File: config.mk
export PLATFORM = sky130hd
export DESIGN_NAME = l2_cacheline_adaptor
export DESIGN_NICKNAME = d
export VERILOG_FILES = /design/src/rtl/l2_pkg.sv /design/src/rtl/l2_cacheline_adaptor.sv
export SDC_FILE = /design/constraint.sdc
export NUM_CORES = 1
export LEC_CHECK = 0
export ABC_AREA = 1
export CAP_MARGIN = 20
export CORE_AREA = 8 8 268 270
export DETAILED_ROUTE_END_ITERATION = 16
export DIE_AREA = 0 0 276 278
export GPL_TIMING_DRIVEN = 0
export PLACE_DENSITY = 0.6
export SLEW_MARGIN = 25
export SYNTH_ARGS = -nofsm -noshare
export SYNTH_HDL_FRONTEND = slang
export SYNTH_SLANG_ARGS = --single-unit
File: constraint.sdc
create_clock -name clk -period 42.7 [get_ports clk]
set_clock_uncertainty 0.05 [all_clocks]
set_input_delay 8.54 -clock clk [delete_from_list [all_inputs] [get_ports clk]]
set_output_delay 8.54 -clock clk [all_outputs]
set_load 0.02 [all_outputs]
File: src/rtl/l2_pkg.sv
// Shared constants and state encoding for the L2 line <-> burst memory adaptor.
// Also used by the L2 controller bench.
package l2_pkg;

  localparam int S_OFFSET = 5;
  localparam int S_LINE   = 256;
  localparam int S_BURST  = 64;
  localparam int BEATS    = S_LINE / S_BURST;
  localparam int CNT_W    = $clog2(BEATS);

  typedef enum logic [1:0] {
    IDLE     = 2'd0,
    RD_BURST = 2'd1,
    WR_BURST = 2'd2,
    DONE     = 2'd3
  } adaptor_state_t;

endpackage

File: src/rtl/l2_cacheline_adaptor.sv
// Converts one 256-bit L2 line request into a 4-beat 64-bit burst to memory
// and returns a single-cycle line_resp when the burst completes.
module l2_cacheline_adaptor
  import l2_pkg::*;
#(
  parameter int s_offset = S_OFFSET,
  parameter int s_line   = S_LINE,
  parameter int s_burst  = S_BURST
) (
  input  logic               clk,
  input  logic               reset,
  input  logic               line_read,
  input  logic               line_write,
  input  logic [31:0]        line_address,
  input  logic [s_line-1:0]  line_wdata,
  output logic [s_line-1:0]  line_rdata,
  output logic               line_resp,
  output logic               burst_read,
  output logic               burst_write,
  output logic [31:0]        burst_address,
  output logic [s_burst-1:0] burst_wdata,
  input  logic [s_burst-1:0] burst_rdata,
  input  logic               burst_resp
);

  localparam int NBEATS = s_line / s_burst;
  localparam int CW     = $clog2(NBEATS);
  localparam logic [CW-1:0] LAST = CW'(NBEATS - 1);

  adaptor_state_t    state_q, state_d;
  logic [CW-1:0]     cnt_q, cnt_d;
  logic [31:0]       addr_q, addr_d;
  logic [s_line-1:0] wline_q, wline_d;
  logic [s_line-1:0] rline_q, rline_d;

  always_ff @(posedge clk or posedge reset) begin
    if (reset) begin
      state_q <= IDLE;
      cnt_q   <= '0;
      addr_q  <= '0;
      wline_q <= '0;
      rline_q <= '0;
    end else begin
      state_q <= state_d;
      cnt_q   <= cnt_d;
      addr_q  <= addr_d;
      wline_q <= wline_d;
      rline_q <= rline_d;
    end
  end

  always_comb begin
    state_d = state_q;
    cnt_d   = cnt_q;
    addr_d  = addr_q;
    wline_d = wline_q;
    rline_d = rline_q;
    case (state_q)
      IDLE: begin
        // Read has priority when both requests are raised together.
        if (line_read) begin
          addr_d  = {line_address[31:s_offset], {s_offset{1'b0}}};
          state_d = RD_BURST;
        end else if (line_write) begin
          addr_d  = {line_address[31:s_offset], {s_offset{1'b0}}};
          wline_d = line_wdata;
          state_d = WR_BURST;
        end
      end
      RD_BURST: begin
        if (burst_resp) begin
          rline_d[cnt_q*s_burst +: s_burst] = burst_rdata;
          if (cnt_q == LAST) state_d = DONE;
          else               cnt_d   = cnt_q + 1'b1;
        end
      end
      WR_BURST: begin
        if (burst_resp) begin
          if (cnt_q == LAST) state_d = DONE;
          else               cnt_d   = cnt_q + 1'b1;
        end
      end
      DONE: begin
        cnt_d   = '0;
        state_d = IDLE;
      end
      default: state_d = IDLE;
    endcase
  end

  always_comb begin
    burst_read    = (state_q == RD_BURST);
    burst_write   = (state_q == WR_BURST);
    burst_address = addr_q;
    burst_wdata   = '0;
    if (state_q == WR_BURST) burst_wdata = wline_q[cnt_q*s_burst +: s_burst];
    line_resp     = (state_q == DONE);
    line_rdata    = rline_q;
  end

endmodule

======== Word level (Yosys, flattened, before mapping) ========
Index checks and enable logic that the tools add are counted.
word-level totals
  logic and storage cells ................. 40
  output and inout bits ................... 355
  bits in registers ....................... 548
  bits of input ports ..................... 357
operators by class
  add/sub/neg operators ................... 2
  shifts and indexed selects .............. 3
  equal/unequal tests ..................... 8
  reduce and logical (&&, ||, !) cells .... 9
  bitwise logic cells ..................... 1
  multiplexer cells ....................... 12
operator list
  operator                   number
  $bwmux 256                 1
  $shift 64x34->256 const A  1
  $shiftx 256x9->64          1
  $shiftx 64x34->256         1
  $mux 32                    2
  $mux 64                    1
  $neg 8->34                 1
  $mux 2                     6
  $reduce_and 3->1           3
  $eq 2x2->1 const B         3
  $pmux 2 s3                 1
  $ne 2x1->1 const B         2
  $pmux 2 s2                 1
  $reduce_and 2->1           2
  $reduce_bool 2->1          2
  $ne 3x3->1 const B         1
  $add 2x1->2 const B        1
  $eq 2x1->1 const B         1
  $logic_not 2->1            1
  $ne 2x2->1 const B         1
  $reduce_or 2->1            1
  $not 1->1                  1

======== Logic depth before layout (Yosys ltp) ========
  word-level depth ........................ 4
  mapped depth ............................ 12
  mapped depth without buffers ............ 8

======== Worst setup path before layout ========
Ideal clock, no wire load.
  kind .................................... flip-flop to output port
  start ................................... register cnt_q[0]
  end ..................................... output port burst_wdata[54]
  slack ................................... 32732 ps
  arrival time ............................ 1378 ps
  cell stages (with the launch flop) ...... 7
  cell sequence ........................... dfrtp_1 buf_4 buf_2 buf_2 nand2_1 nand3_1 a21oi_1
on the way
  word-level cells in the longest chain between the ends .. 2
RTL lines
  element                   line                        source
  start: declaration        l2_cacheline_adaptor.sv:31  logic [CW-1:0] cnt_q, cnt_d;
  start signal: assignment  l2_cacheline_adaptor.sv:45  cnt_q <= cnt_d;
  $shiftx 256x9->64         l2_cacheline_adaptor.sv:96  if (state_q == WR_BURST) burst_wdata = wline_q[cnt_q*s_burst +: s_burst];
  $mux 64                   l2_cacheline_adaptor.sv:96
  end: declaration          l2_cacheline_adaptor.sv:21  output logic [s_burst-1:0] burst_wdata,
No other way between the ends.

======== Worst setup path in the final report ========
  start ................................... register cnt_q[1]
  end ..................................... output port burst_wdata[12]
Same word-level chain as after synthesis.

==> impl_metrics.env <==
export IMPL_yosysWarningCount=0
export IMPL_drv_slew=0
export IMPL_nets=4193
export IMPL_coreArea_um2=67750
export IMPL_yosys_top_cells_area="dfrtp_1 56%, nand2_1 14%, a21oi_1 6.6%"
export IMPL_required_ps=34110
export IMPL_synthFlopType="dfrtp_1"
export IMPL_antenna_found_initial=29
export IMPL_cts_sinks=543
export IMPL_die_area_um2=76730
export IMPL_ant_nets=0
export IMPL_grt_overflow=0
export IMPL_power_density_nw_per_um2=67.22
export IMPL_placement_io_buffers=701
export IMPL_synth_top_area_share_pct=55.83
export IMPL_hold_path_depth=2
export IMPL_min_from="line_rdata[30]$_DFFE_PP0P_"
export IMPL_finalCritPeriodShare_pct=27.33
export IMPL_clkTransAtPathRegs_ps=60
export IMPL_p_clk_share_pct=22.8
export IMPL_routedWlPerCell_um=20.94
export IMPL_first_global_vias=23090
export IMPL_endpoint_kind="output port"
export IMPL_synth_common_cells="880 x nand2_1, 543 x dfrtp_1, 415 x inv_1"
export IMPL_num_vias=22690
export IMPL_max_slew_margin_pct=53.97
export IMPL_ys_ff_latch=543
export IMPL_dpl_hpwl_um=77550
export IMPL_seq_area_frac_synth_pct=55.83
export IMPL_cts_path_max_buffers=3
export IMPL_dr_pass1_iters=7
export IMPL_outcome="finished, final reports clean"
export IMPL_grt_pass1_wl_um=148800
export IMPL_final_cells=4771
export IMPL_fin_hold_ws_ps=426.8
export IMPL_worst_slew_pin_slew_ps=690.5
export IMPL_cts_tree="done"
export IMPL_r2r_end="line_rdata[6]$_DFFE_PP0P_"
export IMPL_area_delta_synth_final_pct=42.55
export IMPL_setup_viol=0
export IMPL_drive_above_1_share_pct=6.942
export IMPL_finalSetupTns_ps=0
export IMPL_rows=96
export IMPL_insertion_delay_ps=610
export IMPL_min_period_ps=11670
export IMPL_grt_start_max_net_pins=91
export IMPL_synthCells=3051
export IMPL_hp_class="register to register"
export IMPL_synth_top_cell_by_area="dfrtp_1"
export IMPL_cts_max_level=2
export IMPL_postSynthAreaPerCell_um2=7.977
export IMPL_hold_path_end="line_rdata[30]$_DFFE_PP0P_"
export IMPL_swShare_pct=40.34
export IMPL_start_util_pct=35.92
export IMPL_fmax_ghz=0.08570
export IMPL_drtIter0Drc=1594
export IMPL_via_per_inst=4.756
export IMPL_p_leak_uw=0.01780
export IMPL_dp_cells=4644
export IMPL_critical_path_class="register to output port"
export IMPL_chipHeight_um=278
export IMPL_rrSetupSlack_ps=39680
export IMPL_grt_util_all_layers_pct=25.22
export IMPL_crit_fanout=10
export IMPL_hold_buffers=0
export IMPL_rsz0062_at_grt="no"
export IMPL_worstSetupStartpointType="register"
export IMPL_cts_root_buf="clkbuf_16"
export IMPL_peakVddDrop_uv=35.27
export IMPL_die_x_um=276
export IMPL_hold_viol=0
export IMPL_max_cap_viol_count=0
export IMPL_reg2reg_from="cnt_q[0]$_DFFE_PP0P_"
export IMPL_async_flop_share_pct=100.0
export IMPL_combPwrFrac_pct=44.2
export IMPL_routed_wl_um=99920
export IMPL_gp_congestion=0.9155
export IMPL_cts_resized=0
export IMPL_post_cts_buffers=0
export IMPL_syn_area_um2=24340
export IMPL_pwr_share_seq_pct=32.9
export IMPL_synth_edff_count=0
export IMPL_remaining_drc_errors=0
export IMPL_r2r_cells=11
export IMPL_critical_path_arrival_ps=3080
export IMPL_cts_buffers=60
export IMPL_internal_power_uw=1391
export IMPL_yosys_cell_types_count=24
export IMPL_p_sw_uw=940.7
export IMPL_synth_most_common_cell="nand2_1"
export IMPL_ios=712
critical path: stages, from the launching register on:
cell             delay (ps)
dfrtp_1                 440
buf_2                   370
buf_1                   450
nand3_1                 150
a21oi_1                 360
clkdlybuf4s50_1         690
final cells by class:
cell class                 instances  area, µm²
antenna                           14      35.03
buffer                           191       1036
clock buffer                      93       1817
clock inverter                    20      195.2
fill                            6744      33050
inverter                         422       1594
multi-input combinational       1899       8142
sequential                       543      13590
tap                              882       1104
timing repair buffer             707       7182
metrics by stage:
step                      utilization, %  instance area, µm²  worst slack [ps]  power (µW)
final                              51.21               34690             31030        2332
after global placement             47.93               32470             11430        1801
after detailed placement           48.19               32650             31630        1812
after floorplan                        -               24350             18930        1344
after global routing               51.19               34680             30850        2479
after CTS                          51.16               34660             30940        2351
cells in the final DEF (no fill, tap or decap), drive strengths merged:
cell type and count:
nor3 1, a21oi 320, clkdlybuf4s50 701, conb 5, buf 160, dfrtp 543
nand2 883, ha 12, diode 14, clkbuf 130, nand3 265, o21ai 94
clkinv 12, nor2 319, clkinvlp 2, inv 425, bufinv 3
flip-flops by register name, indices dropped and copies added (netlist names):
| register | cells |
|---|---|
| burst_address | 27 |
| cnt_q | 2 |
| line_rdata | 256 |
| wline_q | 256 |
| state_q | 2 |
worst max path at each step:
| stage | startpoint | end | slack [ps] | depth (start not counted) |
|---|---|---|---|---|
| 6_report | cnt_q[1]$_DFFE_PP0P_ | burst_wdata[12] | 31030 | 5 |
| 3_5_place_dp | cnt_q[0]$_DFFE_PP0P_ | burst_wdata[0] | 31630 | 8 |
| 2_1_floorplan | reset | burst_address[10]$_DFFE_PP0P_ | 18930 | 1 |
| 5_1_grt | cnt_q[1]$_DFFE_PP0P_ | burst_wdata[12] | 30850 | 5 |
| 3_3_place_gp | reset | wline_q[147]$_DFFE_PP0P_ | 11430 | 2 |
| 4_1_cts | cnt_q[0]$_DFFE_PP0P_ | burst_wdata[0] | 30940 | 8 |
power groups by stage:
stage,Combinational [µW],Sequential [µW],Clock (µW)
after floorplan,494,851,0
final,1030,768,533
after CTS,1040,767,541
after global routing,1130,787,561
after global placement,1030,774,0
after detailed placement,1040,775,0
layer usage:
| metal | vias to the layer above | GRT usage [%] | share of wire (%) |
|---|---|---|---|
| li1 | 10930 | - | - |
| met2 | 725 | 44.05 | 50 |
| met5 | - | 0 | 0.19 |
| met4 | 28 | 6.822 | 2.7 |
| met3 | 167 | 7.312 | 7.3 |
| met1 | 10840 | 30.29 | 40 |
cells by family (layout without fill, tap and decap cells):
family,Yosys count,count (layout),synth area share [%]
AO/OA/AOI/OAI,414,414,8.529
adder cells (fa/ha/maj),12,12,0.6169
buffers and inverters,613,1433,10.78
flip-flops,543,543,55.83
other,1,19,0.01541
AND/OR/NAND/NOR,1468,1468,24.23
Note: power is estimated with default switching activity, not from simulation.
